File: src/rtl/mem_arb2_if.sv
// Bus bundle for mem_arb2: two requester ports (m0 = matmul, m1 = host) plus the SRAM port.
interface mem_arb2_if #(
    parameter int MEM_AW = 16,
    parameter int MEM_DW = 32
);
    logic              m0_req, m0_write, m0_ack, m0_rdata_vld;
    logic [MEM_AW-1:0] m0_addr;
    logic [MEM_DW-1:0] m0_wdata, m0_rdata;

    logic              m1_req, m1_write, m1_ack, m1_rdata_vld;
    logic [MEM_AW-1:0] m1_addr;
    logic [MEM_DW-1:0] m1_wdata, m1_rdata;

    logic              s_req, s_write;
    logic [MEM_AW-1:0] s_addr;
    logic [MEM_DW-1:0] s_wdata, s_rdata;

    logic              busy;

    // arbiter side
    modport slave (
        input  m0_req, m0_write, m0_addr, m0_wdata,
        output m0_ack, m0_rdata_vld, m0_rdata,
        input  m1_req, m1_write, m1_addr, m1_wdata,
        output m1_ack, m1_rdata_vld, m1_rdata,
        output s_req, s_write, s_addr, s_wdata,
        input  s_rdata,
        output busy
    );

    // requester / SRAM-model side
    modport master (
        output m0_req, m0_write, m0_addr, m0_wdata,
        input  m0_ack, m0_rdata_vld, m0_rdata,
        output m1_req, m1_write, m1_addr, m1_wdata,
        input  m1_ack, m1_rdata_vld, m1_rdata,
        input  s_req, s_write, s_addr, s_wdata,
        output s_rdata,
        input  busy
    );
endinterface

File: src/rtl/mem_arb2.sv
// Two-master arbiter serialising requests onto a fixed-latency single-port SRAM.
// Define ARB_RR_EN for round-robin arbitration; default build is fixed priority (m0 wins ties).
module mem_arb2 #(
    parameter int MEM_AW = 16,
    parameter int MEM_DW = 32,
    parameter int RD_LAT = 2     // 1..7, fits the 3-bit latency counter
) (
    input  logic       clk,
    input  logic       rst_n,
    mem_arb2_if.slave  bus
);
    typedef enum logic [1:0] {IDLE = 2'd0, ISSUE = 2'd1, WAIT_RD = 2'd2, ACK = 2'd3} state_t;

    logic [1:0]             req, wr_in;
    logic [1:0][MEM_AW-1:0] addr_in;
    logic [1:0][MEM_DW-1:0] wdata_in;

    assign req      = {bus.m1_req,   bus.m0_req};
    assign wr_in    = {bus.m1_write, bus.m0_write};
    assign addr_in  = {bus.m1_addr,  bus.m0_addr};
    assign wdata_in = {bus.m1_wdata, bus.m0_wdata};

    state_t                 state_q, state_d;
    logic                   win_q, win_d;
    logic                   wr_q, wr_d;
    logic [MEM_AW-1:0]      addr_q, addr_d;
    logic [MEM_DW-1:0]      wdata_q, wdata_d;
    logic [2:0]             cnt_q, cnt_d;
    logic [1:0][MEM_DW-1:0] rdata_q, rdata_d;

    logic                   sel;
    logic [1:0]             ack, vld;
    logic                   sreq, busy;

`ifdef ARB_RR_EN
    logic                   last_q, last_d;

    // On a tie the master that was not granted last time wins.
    always_comb begin
        sel = req[1];
        if (req[0] && req[1]) sel = ~last_q;
    end
`else
    always_comb begin
        sel = ~req[0];
    end
`endif

    always_comb begin
        state_d = state_q;
        win_d   = win_q;
        wr_d    = wr_q;
        addr_d  = addr_q;
        wdata_d = wdata_q;
        cnt_d   = cnt_q;
        rdata_d = rdata_q;
        ack     = '0;
        vld     = '0;
        sreq    = 1'b0;
        busy    = 1'b1;
`ifdef ARB_RR_EN
        last_d  = last_q;
`endif
        case (state_q)
            IDLE: begin
                busy = 1'b0;
                if (|req) begin
                    win_d   = sel;
                    wr_d    = wr_in[sel];
                    addr_d  = addr_in[sel];
                    wdata_d = wdata_in[sel];
                    state_d = ISSUE;
                end
            end
            ISSUE: begin
                sreq = 1'b1;
                if (wr_q) begin
                    state_d = ACK;
                end else begin
                    cnt_d   = 3'(RD_LAT);
                    state_d = WAIT_RD;
                end
            end
            WAIT_RD: begin
                cnt_d = cnt_q - 3'd1;
                // Last wait cycle is the one in which the SRAM presents data.
                if (cnt_q <= 3'd1) begin
                    rdata_d[win_q] = bus.s_rdata;
                    state_d        = ACK;
                end
            end
            ACK: begin
                ack[win_q] = 1'b1;
                vld[win_q] = ~wr_q;
`ifdef ARB_RR_EN
                last_d     = win_q;
`endif
                state_d    = IDLE;
            end
            default: state_d = IDLE;
        endcase
    end

    always_ff @(posedge clk or negedge rst_n) begin
        if (!rst_n) begin
            state_q <= IDLE;
            win_q   <= 1'b0;
            wr_q    <= 1'b0;
            addr_q  <= '0;
            wdata_q <= '0;
            cnt_q   <= '0;
            rdata_q <= '0;
`ifdef ARB_RR_EN
            last_q  <= 1'b1;
`endif
        end else begin
            state_q <= state_d;
            win_q   <= win_d;
            wr_q    <= wr_d;
            addr_q  <= addr_d;
            wdata_q <= wdata_d;
            cnt_q   <= cnt_d;
            rdata_q <= rdata_d;
`ifdef ARB_RR_EN
            last_q  <= last_d;
`endif
        end
    end

    assign bus.m0_ack       = ack[0];
    assign bus.m0_rdata_vld = vld[0];
    assign bus.m0_rdata     = rdata_q[0];
    assign bus.m1_ack       = ack[1];
    assign bus.m1_rdata_vld = vld[1];
    assign bus.m1_rdata     = rdata_q[1];

    // SRAM fields are only driven during the strobe so the bus reads as zero otherwise.
    assign bus.s_req   = sreq;
    assign bus.s_write = sreq & wr_q;
    assign bus.s_addr  = sreq ? addr_q  : '0;
    assign bus.s_wdata = sreq ? wdata_q : '0;
    assign bus.busy    = busy;

    a_ack_excl : assert property (@(posedge clk) disable iff (!rst_n) !(ack[0] && ack[1]));
    a_sreq_one : assert property (@(posedge clk) disable iff (!rst_n) sreq |=> !sreq);
endmodule

File: src/flat_wrapper.sv
// flat-port wrapper written by rule: the top's interface ports become plain ports
module mem_arb2_flat 
#(
    parameter int MEM_AW = 16,
    parameter int MEM_DW = 32,
    parameter int RD_LAT = 2                                            
)
  (clk, rst_n, bus_m0_req, bus_m0_write, bus_m0_addr, bus_m0_wdata, bus_m0_ack, bus_m0_rdata_vld, bus_m0_rdata, bus_m1_req, bus_m1_write, bus_m1_addr, bus_m1_wdata, bus_m1_ack, bus_m1_rdata_vld, bus_m1_rdata, bus_s_req, bus_s_write, bus_s_addr, bus_s_wdata, bus_s_rdata, bus_busy);
  mem_arb2_if #(.MEM_AW(MEM_AW), .MEM_DW(MEM_DW)) bus_i ();
  input  logic clk;
  input  logic rst_n;
  input wire logic [$bits(bus_i.m0_req)-1:0] bus_m0_req;
  input wire logic [$bits(bus_i.m0_write)-1:0] bus_m0_write;
  input wire logic [$bits(bus_i.m0_addr)-1:0] bus_m0_addr;
  input wire logic [$bits(bus_i.m0_wdata)-1:0] bus_m0_wdata;
  output wire logic [$bits(bus_i.m0_ack)-1:0] bus_m0_ack;
  output wire logic [$bits(bus_i.m0_rdata_vld)-1:0] bus_m0_rdata_vld;
  output wire logic [$bits(bus_i.m0_rdata)-1:0] bus_m0_rdata;
  input wire logic [$bits(bus_i.m1_req)-1:0] bus_m1_req;
  input wire logic [$bits(bus_i.m1_write)-1:0] bus_m1_write;
  input wire logic [$bits(bus_i.m1_addr)-1:0] bus_m1_addr;
  input wire logic [$bits(bus_i.m1_wdata)-1:0] bus_m1_wdata;
  output wire logic [$bits(bus_i.m1_ack)-1:0] bus_m1_ack;
  output wire logic [$bits(bus_i.m1_rdata_vld)-1:0] bus_m1_rdata_vld;
  output wire logic [$bits(bus_i.m1_rdata)-1:0] bus_m1_rdata;
  output wire logic [$bits(bus_i.s_req)-1:0] bus_s_req;
  output wire logic [$bits(bus_i.s_write)-1:0] bus_s_write;
  output wire logic [$bits(bus_i.s_addr)-1:0] bus_s_addr;
  output wire logic [$bits(bus_i.s_wdata)-1:0] bus_s_wdata;
  input wire logic [$bits(bus_i.s_rdata)-1:0] bus_s_rdata;
  output wire logic [$bits(bus_i.busy)-1:0] bus_busy;
  assign bus_i.m0_req = bus_m0_req;
  assign bus_i.m0_write = bus_m0_write;
  assign bus_i.m0_addr = bus_m0_addr;
  assign bus_i.m0_wdata = bus_m0_wdata;
  assign bus_m0_ack = bus_i.m0_ack;
  assign bus_m0_rdata_vld = bus_i.m0_rdata_vld;
  assign bus_m0_rdata = bus_i.m0_rdata;
  assign bus_i.m1_req = bus_m1_req;
  assign bus_i.m1_write = bus_m1_write;
  assign bus_i.m1_addr = bus_m1_addr;
  assign bus_i.m1_wdata = bus_m1_wdata;
  assign bus_m1_ack = bus_i.m1_ack;
  assign bus_m1_rdata_vld = bus_i.m1_rdata_vld;
  assign bus_m1_rdata = bus_i.m1_rdata;
  assign bus_s_req = bus_i.s_req;
  assign bus_s_write = bus_i.s_write;
  assign bus_s_addr = bus_i.s_addr;
  assign bus_s_wdata = bus_i.s_wdata;
  assign bus_i.s_rdata = bus_s_rdata;
  assign bus_busy = bus_i.busy;
  mem_arb2 #(.MEM_AW(MEM_AW), .MEM_DW(MEM_DW), .RD_LAT(RD_LAT)) u_core (.clk(clk), .rst_n(rst_n), .bus(bus_i));
endmodule
File: config.mk
export PLATFORM = sky130hd
export DESIGN_NAME = mem_arb2_flat
export DESIGN_NICKNAME = d
export VERILOG_FILES = /design/src/rtl/mem_arb2_if.sv /design/src/rtl/mem_arb2.sv /design/src/flat_wrapper.sv
export SDC_FILE = /design/constraint.sdc
export NUM_CORES = 1
export LEC_CHECK = 0
export ABC_AREA = 1
export CORE_UTILIZATION = 43
export DETAILED_ROUTE_END_ITERATION = 10
export GPL_ROUTABILITY_DRIVEN = 1
export PLACE_DENSITY = 0.82
export SYNTH_ARGS = -nofsm -noshare
export SYNTH_HDL_FRONTEND = slang
export SYNTH_SLANG_ARGS = --single-unit
File: constraint.sdc
create_clock -name clk -period 1.9 [get_ports clk]
set_clock_uncertainty 0.05 [all_clocks]
set_input_delay 0.285 -clock clk [delete_from_list [all_inputs] [get_ports clk]]
set_output_delay 0.285 -clock clk [all_outputs]
set_load 0.1 [all_outputs]
==> results.sh, run 1 <==
export IMPL_layout_cells_most_common="sky130_fd_sc_hd__nand2_1"
export IMPL_end_kind="output port"
export IMPL_setup_ws_ns=-0.1434
export IMPL_max_slew_worst_pin_slew_ns=0.5244
export IMPL_timing_slew_headroom_pct=65.04
export IMPL_setup_tns_ns=-5.279
export IMPL_share_of_the_core_filled_with_cells_in_the_final_layout_pct=79.46
export IMPL_worstPathCellList="inv_2 > ha_4 > buf_12 > clkbuf_16 > nand2_4 > clkinvlp_4 > buf_12"
export IMPL_grt_setup_unrepaired="true"
export IMPL_mappedNetlistArea_sq_um=5807
export IMPL_timing_hold_worst_start="bus_m0_req"
export IMPL_h_tree_depth=4
export IMPL_remaining_drc_errors=0
export IMPL_die_height_um=118.2
export IMPL_worstSkewPairLatency_ns=0.41
export IMPL_routed_wirelength_um=20150
export IMPL_numPlacedInstances=1110
export IMPL_cts_inserted_buffers=17
export IMPL_setup_reg_to_reg_worst_slack_ns=0.08
export IMPL_timing_hold_worst_path_depth=4
export IMPL_core_region_area_sq_um=13190
export IMPL_final_max_slew_violation_count=0
export IMPL_cpPeakStageDelay_ns=0.39
export IMPL_critPathBufInv=5
export IMPL_layout_drive_gt1_share_pct=36.12
export IMPL_maxCapViolCount=0
export IMPL_finalSetupViolations=47
export IMPL_run_status="finished with violations"
export IMPL_min_period_over_period_pct=107.5
export IMPL_tritoncts_num_sinks=119
export IMPL_antenna_found_initial=0
export IMPL_clkSlewWorstSetupHoldPaths_ns=0.06
export IMPL_r2r_end="u_core.addr_q[11]"
export IMPL_syn2layout_area_growth_pct=80.50
export IMPL_timing_critical_path_mode_cell="sky130_fd_sc_hd__buf_12"
export IMPL_number_of_distinct_library_cell_variants_in_the_gate_level_netlist_after_synthesis=20
export IMPL_fmax_mhz=489.4
export IMPL_violations="negative setup slack"
export IMPL_critical_path_required_ns=1.56
export IMPL_synth_seq_cells=119
export IMPL_total_congestion_overflow=0
export IMPL_worst_r2r_startpoint="u_core.state_q[0]"
export IMPL_syn_instance_count=714
export IMPL_dpl_hpwl_um=13170
export IMPL_hold_violations=0
export IMPL_synthesis_nets=855
export IMPL_groute_usage_overall_pct=28.76
export IMPL_worst_path_max_fanout=6
export IMPL_routabilityCongestion=0.8147
export IMPL_die_x_um=118.2
export IMPL_timing_critical_path_from_type="register"
export IMPL_finalWorstPathRequiredPeriod_ns=2.043
export IMPL_clockBufferDepth=2
export IMPL_number_of_global_route_vias_before_repair=5981
export IMPL_hp_class="primary input to register"
export IMPL_routed_via_density=5.269
export IMPL_clk_root_buffer_cell="sky130_fd_sc_hd__clkbuf_16"
export IMPL_start_util_pct=44.02
export IMPL_yosys_area_top_type="sky130_fd_sc_hd__dfrtp_1"
export IMPL_first_pass_grt_wire_length_um=31040
export IMPL_post_synth_cell_area_avg_sq_um=8.133
export IMPL_hold_end="u_core.win_q"
export IMPL_worst_path_dominant_cell_family="buffers and inverters"
export IMPL_detail_route_antenna_nets=0
export IMPL_final_nets=1108
export IMPL_drt_pass1_iterations=5
export IMPL_placement_row_count=42
export IMPL_synth_yosys_seq_area_share_pct=51.28
export IMPL_crit_slowest_cell="sky130_fd_sc_hd__dfrtp_1"
export IMPL_synth_top_cell_area_share_pct=51.28
export IMPL_wl_per_cell_um=17.43
export IMPL_insertedDiodeCount=0
export IMPL_design_die_area_sq_um=13970
export IMPL_route_vias_total=6091
export IMPL_worst_reg_to_reg_path_cell_count=9
export IMPL_worst_path_class_setup="register to output port"
export IMPL_tritoncts="done"
export IMPL_drt_iter0_drc=519
export IMPL_critPathArrivalTime_ns=1.71
export IMPL_pin_count_of_the_biggest_net_entering_global_routing=65
export IMPL_mostFrequentLayoutCells="sky130_fd_sc_hd__nand2_1, sky130_fd_sc_hd__clkdlybuf4s50_1, sky130_fd_sc_hd__dfrtp_1"
export IMPL_layout_cells_non_filler=1156
export IMPL_synthesis_yosys_warnings=0
export IMPL_boundaryPins=253
export IMPL_most_area_consuming_cells_after_synthesis="sky130_fd_sc_hd__dfrtp_1, sky130_fd_sc_hd__nand2_1, sky130_fd_sc_hd__nand4_1, sky130_fd_sc_hd__o211ai_1, sky130_fd_sc_hd__or2_2"
export IMPL_portBuffers=252
layout make-up:
type	count	area [sq um]
Timing Repair Buffer	289	3452
Clock buffer	19	442.9
Tap cell	176	220.2
Fill cell	807	2709
Multi-Input combinational cell	479	2794
Sequential cell	119	2980
Clock inverter	13	172.7
Inverter	61	419.2
worst max-delay path by stage:
| stage | cells after the start | slack [ns] | startpoint | end |
|---|---|---|---|---|
| 6_report | 7 | -0.14 | u_core.state_q[1] | bus_s_wdata[11] |
| 5_1_grt | 7 | -0.19 | u_core.state_q[1] | bus_s_wdata[11] |
| 4_1_cts | 7 | -0.17 | u_core.state_q[1] | bus_s_addr[3] |
| 3_5_place_dp | 6 | 0.14 | bus_m1_req | u_core.addr_q[5] |
| 3_3_place_gp | 6 | 0.21 | bus_m1_req | u_core.addr_q[5] |
| 2_1_floorplan | 3 | -0.37 | u_core.win_q | bus_m0_rdata_vld |
per-stage QoR:
step                hold slack (ns)  cell area [sq um]  worst slack [ns]
floorplan                  -0.06059               6409           -0.3663
global placement             0.1991               9494            0.2123
detailed placement           0.1985               9494            0.1361
CTS                          0.2633              10250           -0.1667
global route                 0.3230              10480           -0.1868
finish                       0.2873              10480           -0.1434
tightest hold or removal path: stages:
cell                      delay, ns
sky130_fd_sc_hd__buf_2         0.11
sky130_fd_sc_hd__inv_2         0.13
sky130_fd_sc_hd__nand2_1       0.11
sky130_fd_sc_hd__o21ai_0       0.07
cells in the mapped netlist:
master / instances
sky130_fd_sc_hd__nand4_1: 64
sky130_fd_sc_hd__inv_2: 2
sky130_fd_sc_hd__buf_2: 22
sky130_fd_sc_hd__o211ai_1: 49
sky130_fd_sc_hd__nand3_1: 9
sky130_fd_sc_hd__clkbuf_1: 22
sky130_fd_sc_hd__a21oi_4: 1
sky130_fd_sc_hd__buf_1: 10
sky130_fd_sc_hd__clkinv_1: 1
sky130_fd_sc_hd__xor2_1: 1
sky130_fd_sc_hd__or2_2: 49
sky130_fd_sc_hd__nor2_1: 5
sky130_fd_sc_hd__nor3_1: 1
sky130_fd_sc_hd__inv_1: 58
sky130_fd_sc_hd__nand2_1: 288
sky130_fd_sc_hd__a21oi_1: 1
sky130_fd_sc_hd__ha_1: 7
sky130_fd_sc_hd__o21ai_0: 4
sky130_fd_sc_hd__buf_4: 1
sky130_fd_sc_hd__dfrtp_1: 119
registers in the layout, summed over array words and instances (netlist names):
signal,count
u_core.state_q,2
u_core.win_q,1
u_core.bus.m0_rdata,32
u_core.bus.m1_rdata,32
u_core.addr_q,16
u_core.wr_q,1
u_core.wdata_q,32
u_core.cnt_q,3
logic make-up after synthesis:
group                      share of synthesized area (%)
adders and majority gates                          1.508
AOI/OAI and AO/OA                                  7.046
DFF                                                51.28
buffers and inverters                              8.037
xor gates and xnor gates                          0.1509
and+or+nand+nor                                    31.98
routing by layer:
layer  global-route usage [%]  vias to the layer above  share of wire (%)
met5                        0                        -                  0
met4                    15.79                        0                4.6
met3                    5.888                       62                5.3
met2                    49.96                      263                 52
met1                    33.14                     2944                 38
li1                         -                     2822                  -
what timing repair did:
| item | 4_1_cts | 5_1_grt |
|---|---|---|
| gates resized for setup | 21 | 23 |
| hold buffers | 1 | 0 |
| gates cloned | 1 | 4 |
| hold endpoints to repair | 27 | 0 |
| setup buffers | 4 | 5 |
| pin swaps | 1 | 3 |
| setup endpoints to repair | 50 | 92 |
Power of run 1 is left out: the tool's default activity adds up to more than one toggle a clock period on the data nets, which glitch-free logic cannot reach.
==> run 2, diff against run 1 <==
==> constraint.sdc (replaced) <==
create_clock -name clk -period 1.9 [get_ports clk]
set_clock_uncertainty 0.05 [all_clocks]
set_input_delay 0.38 -clock clk [delete_from_list [all_inputs] [get_ports clk]]
set_output_delay 0.38 -clock clk [all_outputs]
set_load 0.1 [all_outputs]
==> results.sh, run 2 (same netlist as run 1, synthesis figures left out) <==
export IMPL_h_tree_depth=4
export IMPL_finalSetupViolations=92
export IMPL_violations="negative setup slack"
export IMPL_layout_drive_gt1_share_pct=36.83
export IMPL_nFillCells=564
export IMPL_cpPeakStageDelay_ns=0.41
export IMPL_register_area_sq_um=2978
export IMPL_worst_path_class_setup="register to output port"
export IMPL_wl_per_cell_um=20.96
export IMPL_maxCapViolCount=0
export IMPL_total_congestion_overflow=0
export IMPL_insertedDiodeCount=0
export IMPL_final_max_slew_violation_count=0
export IMPL_placement_row_count=42
export IMPL_worst_reg_to_reg_path_cell_count=11
export IMPL_multi_input_area_sq_um=2769
export IMPL_tritoncts_num_sinks=119
export IMPL_hold_violations=0
export IMPL_die_x_um=118.2
export IMPL_max_slew_worst_pin_slew_ns=0.6368
export IMPL_remaining_drc_errors=0
export IMPL_number_of_global_route_vias_before_repair=6545
export IMPL_routed_via_density=5.672
export IMPL_design_die_area_sq_um=13970
export IMPL_preCtsSetupSlack_ns=0.02824
export IMPL_timing_critical_path_from_type="register"
export IMPL_boundaryPins=253
export IMPL_pin_count_of_the_biggest_net_entering_global_routing=65
export IMPL_finalWorstPathRequiredPeriod_ns=2.146
export IMPL_layout_cells_most_common="sky130_fd_sc_hd__nand2_1"
export IMPL_cts_inserted_buffers=17
export IMPL_critical_path_required_ns=1.47
export IMPL_timing_critical_path_mode_cell="sky130_fd_sc_hd__buf_12"
export IMPL_route_vias_total=6619
export IMPL_setup_tns_ns=-12.00
export IMPL_portBuffers=252
export IMPL_clockBufferDepth=2
export IMPL_clkSlewWorstSetupHoldPaths_ns=0.06
export IMPL_antenna_found_initial=0
export IMPL_die_height_um=118.2
export IMPL_core_region_area_sq_um=13190
export IMPL_worstSkewPairLatency_ns=0.42
export IMPL_worst_path_max_fanout=11
export IMPL_first_pass_grt_wire_length_um=35050
export IMPL_crit_slowest_cell="sky130_fd_sc_hd__dfrtp_1"
export IMPL_routabilityCongestion=0.8043
export IMPL_critPathArrivalTime_ns=1.72
export IMPL_r2r_end="u_core.addr_q[13]"
export IMPL_start_util_pct=44.02
export IMPL_crit_path_end="bus_s_addr[12]"
export IMPL_dpl_hpwl_um=14270
export IMPL_min_period_over_period_pct=113.0
export IMPL_worst_r2r_startpoint="u_core.state_q[0]"
export IMPL_grt_setup_unrepaired="true"
export IMPL_setup_ws_ns=-0.2464
export IMPL_routed_wirelength_um=24460
export IMPL_critPathBufInv=4
export IMPL_final_nets=1119
export IMPL_fmax_mhz=465.9
export IMPL_hp_class="primary input to asynchronous set/reset pin"
export IMPL_worstSetupPathDepth=6
export IMPL_setup_reg_to_reg_worst_slack_ns=-0.13
export IMPL_worstPathCellList="ha_4 > buf_12 > buf_12 > nand2_2 > clkinvlp_4 > buf_12"
export IMPL_drt_iter0_drc=692
export IMPL_tritoncts="done"
export IMPL_end_kind="output port"
export IMPL_worst_path_dominant_cell_family="buffers and inverters"
export IMPL_run_status="finished with violations"
export IMPL_drt_pass1_iterations=7
export IMPL_timing_slew_headroom_pct=57.49
export IMPL_mostFrequentLayoutCells="sky130_fd_sc_hd__nand2_1, sky130_fd_sc_hd__buf_12, sky130_fd_sc_hd__clkdlybuf4s50_1"
export IMPL_clk_root_buffer_cell="sky130_fd_sc_hd__clkbuf_16"
export IMPL_syn2layout_area_growth_pct=97.09
export IMPL_critical_path_launch_point="u_core.state_q[0]"
export IMPL_detail_route_antenna_nets=0
export IMPL_groute_usage_overall_pct=32.89
run 2: cell types whose count changed in the layout (fill, tap and decap cells not counted), sizes merged:
cell,before,now
clkbuf,23,25
bufinv,3,6
buf,153,163
clkinv,8,6
clkinvlp,51,50
inv,12,11
run 2: cell type report:
class / count / area share [%]
clock buffer: 20 / 4.078
clock inverter: 12 / 1.935
inverter: 61 / 3.772
multi-input combinational: 479 / 24.19
sequential: 119 / 26.02
tap: 176 / 1.924
timing repair buffer: 300 / 38.08
run 2: worst reg2reg max path, cell delays in order, from the launching register on:
cell and delay [ns]:
sky130_fd_sc_hd__dfrtp_1 0.41, sky130_fd_sc_hd__buf_4 0.15, sky130_fd_sc_hd__buf_6 0.13, sky130_fd_sc_hd__inv_8 0.07, sky130_fd_sc_hd__ha_4 0.14, sky130_fd_sc_hd__inv_2 0.05, sky130_fd_sc_hd__buf_4 0.13, sky130_fd_sc_hd__a21oi_4 0.18
sky130_fd_sc_hd__buf_12 0.18, sky130_fd_sc_hd__clkbuf_16 0.21, sky130_fd_sc_hd__o211ai_1 0.13, sky130_fd_sc_hd__nand2_1 0.13
run 2: layer usage:
| layer | track usage [%] | part of all wire (%) | up-vias |
|---|---|---|---|
| met5 | 0 | 0 | - |
| met4 | 15.06 | 5.5 | 0 |
| met3 | 8.494 | 9.2 | 123 |
| met2 | 57.28 | 51 | 465 |
| met1 | 37.78 | 34 | 3198 |
| li1 | - | - | 2833 |
run 2: how the worst min path moves through the flow:
stage                     start                       to  slack, ns  cells past startpoint
after detailed placement  rst_n  u_core.bus.m0_rdata[19]       0.21                      1
after floorplan           rst_n         u_core.addr_q[0]       0.03                      0
after CTS                 rst_n  u_core.bus.m0_rdata[22]       0.32                      2
final                     rst_n  u_core.bus.m0_rdata[22]       0.33                      2
after global placement    rst_n  u_core.bus.m0_rdata[20]       0.21                      1
after global routing      rst_n  u_core.bus.m0_rdata[19]       0.34                      2
run 2: stage by stage:
stage / hold slack, ns / util (%) / instance area [sq um] / std cells
3_5_place_dp: 0.2134 / 75.73 / 9988 / 1108
3_3_place_gp: 0.2059 / 75.73 / 9988 / 1108
6_report: 0.3266 / 86.77 / 11440 / 1167
4_1_cts: 0.3208 / 84.38 / 11130 / 1154
5_1_grt: 0.3450 / 86.77 / 11440 / 1167
2_1_floorplan: 0.03441 / - / 6077 / 714
run 2: what timing repair did:
action                                  4_1_cts  5_1_grt
endpoints found under the setup margin       55       95
resized for setup                            87       32
gates cloned                                  2        6
hold buffers                                  1        0
endpoints found under the hold margin        12        0
buffers inserted                             11        9
pin swaps                                     2       11
Power of run 2 is left out for the same reason.
